## config.mk

```make
export PLATFORM = sky130hd
export DESIGN_NAME = door_lock_controller
export DESIGN_NICKNAME = d
export VERILOG_FILES = /design/src/rtl/door_lock_controller.sv
export SDC_FILE = /design/constraint.sdc
export NUM_CORES = 1
export LEC_CHECK = 0
export ABC_AREA = 1
export BUFFER_PORTS_ARGS = -buffer_cell sky130_fd_sc_hd__buf_2
export CAP_MARGIN = 20
export CORE_MARGIN = 2
export CORE_UTILIZATION = 55
export CTS_BUF_LIST = sky130_fd_sc_hd__clkbuf_4 sky130_fd_sc_hd__clkbuf_8
export CTS_CLUSTER_SIZE = 14
export DETAILED_ROUTE_END_ITERATION = 12
export PLACE_DENSITY = 0.75
export RECOVER_POWER = 50
export SETUP_SLACK_MARGIN = 0.05
export SLEW_MARGIN = 20
export SYNTH_ARGS = -nofsm -noshare
export SYNTH_HDL_FRONTEND = slang
export SYNTH_SLANG_ARGS = --single-unit
```

## constraint.sdc

```tcl
create_clock -name i_clk -period 2.12 [get_ports i_clk]
set_input_delay 0.212 -clock i_clk [delete_from_list [all_inputs] [get_ports i_clk]]
set_output_delay 0.212 -clock i_clk [all_outputs]
set_load 0.01 [all_outputs]
```

## src/rtl/door_lock_controller.sv

```systemverilog
// ---------------------------------------------------------------------------
// door_lock_controller
//
// Top-level sequencer for the keypad door lock. Collects NUM_DIGITS decimal
// digits from keypad confirm presses and compares them with the stored
// password. It opens the door on a match and counts consecutive failures,
// entering a timed lockout after MAX_TRIES of them. An open door relocks
// after UNLOCK_CYCLES, and the password can be changed while the door is open.
//
// Optional feature macro: DOOR_LOCK_CLEAR_KEY_EN
//   When defined, pressing 4'hC in ENTRY or NEWPW clears the partial entry.
//   When undefined, 4'hC is ignored like every other non-decimal code.
//
// Ports:
//   i_clk            single clock, rising edge
//   i_reset          synchronous active-high reset
//   i_digit          keypad digit, sampled with a confirm press
//   i_confirm        keypad confirm level; a press is its 0->1 edge
//   i_lock           relock request level
//   i_change         password-change request (honoured in OPEN only)
//   o_unlocked       door open (registered)
//   o_alarm          lockout active (registered)
//   o_state          FSM state encoding
//   o_digit_count    digits currently held in the entry buffer
//   o_attempts_left  MAX_TRIES minus the consecutive failure count
// ---------------------------------------------------------------------------
module door_lock_controller #(
    parameter int                    NUM_DIGITS     = 3,
    parameter logic [4*NUM_DIGITS-1:0] DEFAULT_PW   = 12'h123,
    parameter int                    MAX_TRIES      = 3,
    parameter int                    LOCKOUT_CYCLES = 16,
    parameter int                    UNLOCK_CYCLES  = 32
) (
    input  logic                                i_clk,
    input  logic                                i_reset,
    input  logic [3:0]                          i_digit,
    input  logic                                i_confirm,
    input  logic                                i_lock,
    input  logic                                i_change,
    output logic                                o_unlocked,
    output logic                                o_alarm,
    output logic [2:0]                          o_state,
    output logic [$clog2(NUM_DIGITS+1)-1:0]     o_digit_count,
    output logic [$clog2(MAX_TRIES+1)-1:0]      o_attempts_left
);

    localparam int PW   = 4 * NUM_DIGITS;
    localparam int CW   = $clog2(NUM_DIGITS + 1);
    localparam int AW   = $clog2(MAX_TRIES + 1);
    localparam int TMAX = (LOCKOUT_CYCLES > UNLOCK_CYCLES) ? LOCKOUT_CYCLES : UNLOCK_CYCLES;
    localparam int TW   = $clog2(TMAX);

    localparam logic [CW-1:0] COUNT_FULL   = CW'(NUM_DIGITS);
    localparam logic [AW-1:0] TRIES_MAX    = AW'(MAX_TRIES);
    localparam logic [TW-1:0] UNLOCK_LAST  = TW'(UNLOCK_CYCLES - 1);
    localparam logic [TW-1:0] LOCKOUT_LAST = TW'(LOCKOUT_CYCLES - 1);

    typedef enum logic [2:0] {
        IDLE    = 3'd0,
        ENTRY   = 3'd1,
        CHECK   = 3'd2,
        OPEN    = 3'd3,
        LOCKOUT = 3'd4,
        NEWPW   = 3'd5
    } state_t;

    state_t          state_q, state_d;
    logic [PW-1:0]   storedPw_q, storedPw_d;
    logic [PW-1:0]   digitBuf_q, digitBuf_d;
    logic [CW-1:0]   count_q, count_d;
    logic [AW-1:0]   fail_q, fail_d;
    logic [TW-1:0]   timer_q, timer_d;
    logic            confirm_q;
    logic            unlocked_q;
    logic            alarm_q;

    logic            press;
    logic            digitValid;
    logic            clearKey;
    logic [PW-1:0]   shifted;
    logic [CW-1:0]   countInc;
    logic [TW-1:0]   timerInc;

    assign press      = i_confirm && !confirm_q;
    assign digitValid = press && (i_digit <= 4'd9);
`ifdef DOOR_LOCK_CLEAR_KEY_EN
    assign clearKey   = press && (i_digit == 4'hC);
`else
    assign clearKey   = 1'b0;
`endif

    // First digit entered ends up in the most significant nibble.
    assign shifted  = {digitBuf_q[PW-5:0], i_digit};
    assign countInc = (count_q == COUNT_FULL) ? count_q : count_q + CW'(1);
    assign timerInc = (timer_q == '1) ? timer_q : timer_q + TW'(1);

    // Next-state and datapath update; each state owns its counter bookkeeping.
    always_comb begin
        state_d    = state_q;
        storedPw_d = storedPw_q;
        digitBuf_d = digitBuf_q;
        count_d    = count_q;
        fail_d     = fail_q;
        timer_d    = timer_q;

        case (state_q)
            IDLE, ENTRY: begin
                if (clearKey && state_q == ENTRY) begin
                    digitBuf_d = '0;
                    count_d    = '0;
                    state_d    = IDLE;
                end else if (digitValid) begin
                    digitBuf_d = shifted;
                    count_d    = countInc;
                    state_d    = (countInc == COUNT_FULL) ? CHECK : ENTRY;
                end
            end

            CHECK: begin
                digitBuf_d = '0;
                count_d    = '0;
                timer_d    = '0;
                if (digitBuf_q == storedPw_q) begin
                    state_d = OPEN;
                    fail_d  = '0;
                end else if (fail_q + AW'(1) == TRIES_MAX) begin
                    state_d = LOCKOUT;
                    fail_d  = TRIES_MAX;
                end else begin
                    state_d = IDLE;
                    fail_d  = fail_q + AW'(1);
                end
            end

            OPEN: begin
                // Relock wins over both expiry and a change request.
                if (i_lock || timer_q == UNLOCK_LAST) begin
                    state_d = IDLE;
                    timer_d = '0;
                end else if (i_change) begin
                    state_d    = NEWPW;
                    digitBuf_d = '0;
                    count_d    = '0;
                    timer_d    = '0;
                end else begin
                    timer_d = timerInc;
                end
            end

            NEWPW: begin
                // A press coincident with i_lock is dropped with the abort.
                if (i_lock) begin
                    state_d    = IDLE;
                    digitBuf_d = '0;
                    count_d    = '0;
                end else if (clearKey) begin
                    digitBuf_d = '0;
                    count_d    = '0;
                end else if (digitValid) begin
                    if (countInc == COUNT_FULL) begin
                        storedPw_d = shifted;
                        digitBuf_d = '0;
                        count_d    = '0;
                        state_d    = IDLE;
                    end else begin
                        digitBuf_d = shifted;
                        count_d    = countInc;
                    end
                end
            end

            LOCKOUT: begin
                if (timer_q == LOCKOUT_LAST) begin
                    state_d = IDLE;
                    fail_d  = '0;
                    timer_d = '0;
                end else begin
                    timer_d = timerInc;
                end
            end

            default: begin
                state_d = IDLE;
            end
        endcase
    end

    // State registers; door and alarm outputs are registered from the
    // current state, so they follow a state change by one cycle.
    always_ff @(posedge i_clk) begin
        if (i_reset) begin
            state_q    <= IDLE;
            storedPw_q <= DEFAULT_PW;
            digitBuf_q <= '0;
            count_q    <= '0;
            fail_q     <= '0;
            timer_q    <= '0;
            confirm_q  <= 1'b0;
            unlocked_q <= 1'b0;
            alarm_q    <= 1'b0;
        end else begin
            state_q    <= state_d;
            storedPw_q <= storedPw_d;
            digitBuf_q <= digitBuf_d;
            count_q    <= count_d;
            fail_q     <= fail_d;
            timer_q    <= timer_d;
            confirm_q  <= i_confirm;
            unlocked_q <= (state_q == OPEN) || (state_q == NEWPW);
            alarm_q    <= (state_q == LOCKOUT);
        end
    end

    assign o_unlocked      = unlocked_q;
    assign o_alarm         = alarm_q;
    assign o_state         = state_q;
    assign o_digit_count   = count_q;
    assign o_attempts_left = TRIES_MAX - fail_q;

endmodule

```

* Word level (Yosys, flattened, before mapping)
Index checks and enable logic that the tools add are counted.
** Storage, ports and cells
- Input bits :: 9
- Register bits after elaboration :: 39
** Operators by class
- Eq/ne operators :: 18
- Bitwise operators :: 1
- Reduce and logical (&&, ||, !) cells :: 14
- Mux-type cells :: 35
- Add/sub/neg operators :: 4
- Order comparisons :: 1
** Operators with widths (count)
- $mux 12 :: 6
- $pmux 12 s4 :: 1
- $mux 3 :: 9
- $mux 2 :: 11
- $mux 5 :: 4
- $pmux 3 s5 :: 1
- $pmux 5 s3 :: 1
- $eq 12x12->1 :: 1
- $reduce_and 5->1 :: 2
- $ne 3x3->1 const B :: 3
- $ne 2x2->1 const B :: 4
- $pmux 2 s4 :: 1
- $eq 2x2->1 const B :: 3
- $eq 3x2->1 const B :: 2
- $eq 3x3->1 const B :: 2
- $add 5x1->5 const B :: 1
- $eq 5x4->1 const B :: 1
- $eq 5x5->1 const B :: 1
- $add 2x1->2 const B :: 2
- $le 4x4->1 const B :: 1
- $pmux 2 s2 :: 1
- $reduce_and 4->1 :: 1
- $reduce_bool 4->1 :: 1
- $eq 3x1->1 const B :: 1
- 10 further kinds :: 12

* Depth between registers and ports, before layout
Gate-level depths: netlist of run 1.
- Depth in word-level cells :: 7
- Mapped depth :: 11
- Depth with buffers taken out :: 10

* Least setup slack after synthesis of run 1
OpenSTA, ideal clock, no wires.
- Kind :: register -> register
- Start :: register timer_q[0]
- End :: register digitBuf_q[3]
- Library setup time :: 0.116 ns
- Period minus slack after synthesis :: 1.541 ns
- Cell stages (with the launch flop) :: 11
- Buffers on the path :: 1
- Data arrival time :: 1.426 ns
- Slack :: 0.579 ns
- Required time :: 2.004 ns
- Cells stage by stage :: dfxtp_1 -> ha_1 -> nand3_2 -> inv_2 -> nand2_2 -> nand2_1 -> nand2_1 -> nand3_4 -> o21ai_4 -> buf_6 -> nor2_1
** On the way
- Longest elaborated chain between the ends :: 4
** Ends and longest elaborated chain
- start: declaration :: RTL line 72 : logic [TW-1:0] timer_q, timer_d;
- start signal: assignment :: RTL line 207 : timer_q <= timer_d;
- $eq 5x5->1 :: RTL line 137 : if (i_lock || timer_q == UNLOCK_LAST) begin
- $logic_or 1x1->1 :: RTL line 137
- $ne 2x2->1 (no line)
- $reduce_and 5->1 (no line)
- end signal: assignment :: RTL line 204 : digitBuf_q <= digitBuf_d;
- end: declaration :: RTL line 69 : logic [PW-1:0] digitBuf_q, digitBuf_d;
Every way passes these cells.
A chain may end at the register's enable or synchronous reset.

* Worst setup path after layout of run 1
- Start :: register state_q[0], in the netlist o_state[0]
- End :: register timer_q[1]
** On the way
- Longest elaborated chain between the ends :: 2
- Elaborated cells on any way between the ends :: 5
- Classes of those cells :: eq/ne: 3; mux: 1; reduce/logical: 1
** Ends and longest elaborated chain
- start: declaration :: RTL line 67 : state_t state_q, state_d;
- start signal: assignment :: RTL line 202 : state_q <= state_d;
- $eq 3x3->1 or $eq 3x2->1 (tied branches) :: RTL line 106 : case (state_q)
- $pmux 5 s3 or $reduce_bool 3->1 (tied branches)
Several ways; a longest one is shown, not always the timed one.

==> results_dict.tcl, run 1 <==
set metrics [dict create \
    tightest_slew_ns 0.7820 \
    rrSetupSlack_ns 0.33 \
    rsz0062_at_grt "false" \
    holdPathStages 3 \
    drc 0 \
    worst_setup_path_start_kind "flip-flop" \
    port-buffer-count 17 \
    die_x_um 63.04 \
    num-fill-cells 340 \
    clk_latency_ns 0.35 \
    irDropWorstVdd_v 0.0004619 \
    synth.yosys.seq_area_share_pct 40.73 \
    arrival_ns 2.07 \
    r2r_start "o_state[0]" \
    synth_enable_flop_cells 0 \
    ys_types 27 \
    placedCellCount 340 \
    synth_compound_area_share_pct 15.86 \
    yosys.area_share.simple_pct 29.37 \
    clock_path_buffers 2 \
    grt_overflow 0 \
    cpPeakStageDelay_ns 0.49 \
    cts_setup_buffers 0 \
    dieArea_um2 3973 \
    cp_slowest_cell "dfxtp_1" \
    r2r_cells 6 \
    postRouteAntennaNets 0 \
    area_growth_pct 7.245 \
    cp_max_fo 7 \
    cts.htree.levels 2 \
    die_h_um 63.04 \
    yosysWarnings 0 \
    cap_violations 0 \
    globalplace.congestion 0.8361 \
    wl_um 3798 \
    async_flop_share_pct 0 \
    postCtsHoldBufs 0 \
    io_pins 18 \
    cp.required_ns 2.39 \
    r2r_end "timer_q[1]" \
    synth_fp_nets 293 \
    ys_seq_elements 39 \
    synth_top_area_share_pct 40.73 \
    end_kind "flip-flop" \
    cts-buffers-inserted 5 \
    ys_top_cells_by_count "nand2_1, inv_1, dfxtp_1" \
    hold_violations 0 \
    fmax_ghz 0.5574 \
    synth_area_leaders "dfxtp_1, nand2_1, inv_1" \
    hold_path_end "confirm_q" \
    grt_pass1_wl_um 6941 \
    status "finished, final reports clean" \
    slew_headroom_pct 47.86 \
    antenna_found_initial 0 \
    final_cells 347 \
    cts.sinks 39 \
    drive_above_1_share_pct 8.970 \
    p_leak_nw 0.9697 \
    multi_input_area_um2 914.6 \
    layout_min_cycle_time_ns 1.794 \
    grt_usage_pct 22.18 \
    diodes 0 \
    post_cts_resized 0 \
    vias 1722 \
    cts_root_buffer "clkbuf_4" \
    grt_pass1_vias 1565 \
    utilization_pct 61.60 \
    synth_top_area_cell "dfxtp_1" \
    avgSynthCellArea_um2 6.797 \
    crit_chain "inv_1, nor2_1, nand4_1, o21ai_1, o211ai_1, a21oi_1" \
    muxShareOfSynthArea_pct 0 \
    crit_type "flip-flop to flip-flop" \
    clock_skew_ns 0.006794 \
    synth_top_family_by_area "simple AND/OR/NAND/NOR gates" \
    layout.nets 312 \
    clk_pin_slew_ns 0.11 \
    core_um2 3337 \
    grt_max_degree 26 \
    hold_slack_ns 0.06315 \
    initial_utilization_pct 57.44 \
    period_share_pct 84.62 \
    worstHoldStart "i_confirm" \
    cp.depth 6 \
    rows 21 \
    synth-adder-area-share_pct 1.305 \
    ys.flop_type "dfxtp_1" \
    critPathBufInv 1 \
    cellPowerDensity_nw_per_um2 637.7 \
    finalSetupTns_ns 0 \
    cts_tree "done" \
    path_delay_family "simple AND/OR/NAND/NOR gates" \
    setup_viol 0 \
    yosysMostFrequentCell "nand2_1" \
    syn_inst 282 \
    syn_area_um2 1917 \
    drt_pass1_iterations 4 \
    vias_per_cell 4.963 \
    min-delay-path-class "input pin to flip-flop" \
    seqCellArea_um2 780.7 \
    place_hpwl_um 2719 \
    drtIter0Drc 151 \
    slew_viol_final 0 \
    synth_xor_area_share_pct 1.828 \
    wl_per_cell_um 10.95 \
]
sequential cells by signal (all words and copies together), names as in the netlist:
| register | count |
|---|---|
| o_state | 3 |
| o_digit_count | 2 |
| o_unlocked | 1 |
| o_alarm | 1 |
| digitBuf_q | 12 |
| fail_q | 2 |
| confirm_q | 1 |
| timer_q | 5 |
| storedPw_q | 12 |
cell usage in the layout, fill, tap and decap left out, drive strengths merged:
master / count
buf: 8
xnor2: 4
or2: 2
a21oi: 24
inv: 43
clkbuf: 17
nand2: 78
nand4: 4
o21ai: 33
nand3: 11
o211ai: 1
ha: 2
dfxtp: 39
nor3: 4
nor2: 30
clkinv: 1
report_power, final:
group / leakage (nW) / total (mW) / switching (mW) / internal (mW)
combinational: 0.619 / 0.140 / 0.0887 / 0.0512
clock: 0.0341 / 0.393 / 0.240 / 0.154
sequential: 0.317 / 0.778 / 0.0205 / 0.757
tightest hold or removal path, stage by stage:
cell    delay (ns)
buf_2         0.07
inv_1         0.04
nor2_1        0.07
cell families after synthesis:
family	after synthesis
buf+inv	50
xor+xnor	4
fa+ha+maj	2
simple gates	129
compound gates	58
flops	39
worst max path at each step:
stage | startpoint | to | slack, ns
floorplan | timer_q[0] | digitBuf_q[3] | 0.58
global placement | timer_q[0] | digitBuf_q[11] | 0.47
detailed placement | timer_q[0] | digitBuf_q[6] | 0.40
CTS | timer_q[0] | digitBuf_q[2] | 0.37
global route | timer_q[0] | digitBuf_q[6] | 0.18
finish | o_state[0] | timer_q[1] | 0.33
layer usage:
metal,up-vias,GRT usage (%),wire length [µm]
met5,-,0,0
met4,0,7.778,55
met3,6,6.847,153
met2,24,32.98,1647
met1,765,30.31,1942
li1,927,-,-
final cells by class:
cell class	count	area share, %
Tap cell	46	2.800
Sequential cell	39	37.98
Multi-Input combinational cell	193	44.49
Inverter	43	7.852
Clock buffer	6	2.495
Timing Repair Buffer	19	4.139
Clock inverter	1	0.2435
metrics by stage:
stage                     worst slack (ns)  area [µm²]  power (mW)
after global routing                0.1783        2056       1.373
after global placement              0.4679        2027      0.9329
final                               0.3260        2056       1.311
after floorplan                     0.5785        1917      0.9028
after detailed placement            0.4012        2027      0.9374
after CTS                           0.3703        2083       1.328
(Power assumes the default switching activity.)
==> run 2, diff against run 1 <==
--- a/config.mk
+++ b/config.mk
@@ -13,7 +13,7 @@
 export CTS_BUF_LIST = sky130_fd_sc_hd__clkbuf_4 sky130_fd_sc_hd__clkbuf_8
 export CTS_CLUSTER_SIZE = 14
 export DETAILED_ROUTE_END_ITERATION = 12
-export PLACE_DENSITY = 0.75
+export PLACE_DENSITY = 0.78
 export RECOVER_POWER = 50
 export SETUP_SLACK_MARGIN = 0.05
 export SLEW_MARGIN = 20
==> constraint.sdc (replaced) <==
create_clock -name i_clk -period 1.6 [get_ports i_clk]
set_input_delay 0.16 -clock i_clk [delete_from_list [all_inputs] [get_ports i_clk]]
set_output_delay 0.16 -clock i_clk [all_outputs]
set_load 0.01 [all_outputs]
==> run 2 against run 1 <==
Against the previous run:
- register-to-register slack got worse by 0.24 ns
- global-route usage increased by 0.90 points
- sequential power increased by 32%
- critical endpoint is now o_state[1]
- cell count increased by 4.0%
- cell area increased by 11%
- largest power group unchanged
- first-iteration DRC count decreased by 42%
==> results_dict.tcl, run 2 (synthesized netlist as in run 1, its figures left out) <==
set metrics [dict create \
    status "finished, final reports clean" \
    cp.required_ns 1.88 \
    p_leak_nw 1.070 \
    switching_share_pct 27.26 \
    cts.htree.levels 2 \
    antenna_found_initial 0 \
    num-fill-cells 307 \
    slew_headroom_pct 45.09 \
    cts.sinks 39 \
    cts-buffers-inserted 5 \
    clk_latency_ns 0.35 \
    intPower_mw 1.304 \
    seq_power_share_pct 57.3 \
    cts_root_buffer "clkbuf_4" \
    initial_utilization_pct 57.44 \
    port-buffer-count 17 \
    clock_path_buffers 2 \
    cellPowerDensity_nw_per_um2 789.1 \
    grt_usage_pct 23.07 \
    worst_setup_path_start_kind "flip-flop" \
    comb_power_share_pct 12.0 \
    final_common_cell "nand2_1" \
    slew_viol_final 0 \
    critPathBufInv 0 \
    io_pins 18 \
    drt_pass1_iterations 4 \
    place_hpwl_um 2836 \
    tightest_slew_ns 0.8237 \
    diodes 0 \
    multi_input_area_um2 975.9 \
    irDropWorstVdd_v 0.0007911 \
    cts_tree "done" \
    final_cell_mix "nand2_1, inv_1, dfxtp_1" \
    vias 1774 \
    crit_chain "ha_4, nand3_4, nor2_2, nor2_1, nor2_1, nand3_2, nor2_4, nand2_1, a21oi_1" \
    largestRegisters "digitBuf_q x12, storedPw_q x12, timer_q x5" \
    dieArea_um2 3973 \
    cp_max_fo 3 \
    postRouteAntennaNets 0 \
    clock_skew_ns 0.01227 \
    wl_per_cell_um 11.28 \
    clkPwrFrac_pct 30.7 \
    path_delay_family "simple AND/OR/NAND/NOR gates" \
    grt_pass1_vias 1695 \
    core_um2 3337 \
    cpPeakStageDelay_ns 0.38 \
    die_x_um 63.04 \
    vias_per_cell 4.914 \
    hold_slack_ns 0.04110 \
    p_switching_mw 0.4888 \
    arrival_ns 1.80 \
    cp_slowest_cell "dfxtp_2" \
    drtIter0Drc 87 \
    grt_overflow 0 \
    seqCellArea_um2 789.5 \
    die_h_um 63.04 \
    end_kind "flip-flop" \
    setup_viol 0 \
    grt_pass1_wl_um 7300 \
    period_share_pct 94.83 \
    hold_violations 0 \
    wl_um 4073 \
    placed_area_um2 2112 \
    layout.nets 325 \
    fmax_ghz 0.6591 \
    rows 21 \
    drc 0 \
    min-delay-path-class "input pin to flip-flop" \
    postCtsHoldBufs 0 \
    cap_violations 0 \
    clk_pin_slew_ns 0.12 \
    globalplace.congestion 0.9340 \
    grt_max_degree 18 \
    drive_above_1_share_pct 18.10 \
    crit_type "flip-flop to flip-flop" \
    worst_path_most_repeated_cell "nor2_1" \
    rsz0062_at_grt "true" \
    fin_area_um2 2272 \
    layout_min_cycle_time_ns 1.517 \
    area_growth_pct 18.54 \
]
==> run 2: changes by cell type in the layout (fill, tap and decap cells not counted), sizes merged <==
cell / before / now
buf: 8 / 23
clkbuf: 17 / 15
clkinvlp: 0 / 1
==> run 2: worst paths after layout <==
check / from / endpoint / slack (ns) / cells past startpoint
worst min-delay path: i_confirm / confirm_q / 0.04 / 3
worst max-delay path: timer_q[1] / o_state[1] / 0.08 / 9
worst min register to register: fail_q[0] / fail_q[0] / 0.50 / 2
worst max register to register: timer_q[1] / o_state[1] / 0.08 / 9
==> run 2: timing repair <==
| action | in CTS | in global routing |
|---|---|---|
| resized for setup | 2 | 27 |
| endpoints found under the setup margin | 6 | 21 |
| pin swaps | 0 | 4 |
| hold endpoints to repair | 0 | 0 |
| gates cloned | 0 | 1 |
| buffers inserted | 0 | 4 |
==> run 2: layer usage <==
| layer | part of all wire, % | GRT usage, % | wire length (µm) |
|---|---|---|---|
| met1 | 49 | 29.90 | 1991 |
| met2 | 45 | 37.37 | 1837 |
| met3 | 4.7 | 5.586 | 192 |
| met4 | 1.3 | 8.056 | 51 |
| met5 | 0 | 0 | 0 |
==> run 2: stage by stage <==
step	std cells	total power, mW	setup TNS, ns	setup WS, ns	utilization [%]
after floorplan	282	1.196	0	0.05852	-
after global placement	348	1.246	0	0.1020	63.29
after detailed placement	348	1.253	0	0.05681	63.29
after CTS	356	1.799	0	0.06381	65.50
after global routing	361	1.898	-0.03862	-0.02692	68.09
final	361	1.793	0	0.08279	68.09
==> run 2: power by group through the flow <==
stage	Clock [mW]	Combinational, mW	Sequential (mW)
2_1_floorplan	0	0.148	1.05
3_3_place_gp	0	0.198	1.05
3_5_place_dp	0	0.202	1.05
4_1_cts	0.564	0.206	1.03
5_1_grt	0.614	0.250	1.03
6_report	0.551	0.215	1.03
==> run 2: worst min-delay path, stage by stage <==
cell,delay [ns]
buf_2,0.07
inv_1,0.04
nor2_1,0.08
==> run 2: area by class of cell <==
cell class | count | area share (%)
Multi-Input combinational cell | 193 | 42.95
Inverter | 43 | 7.214
Clock buffer | 6 | 2.258
Tap cell | 46 | 2.533
Clock inverter | 2 | 0.7159
Timing Repair Buffer | 32 | 9.582
Sequential cell | 39 | 34.75
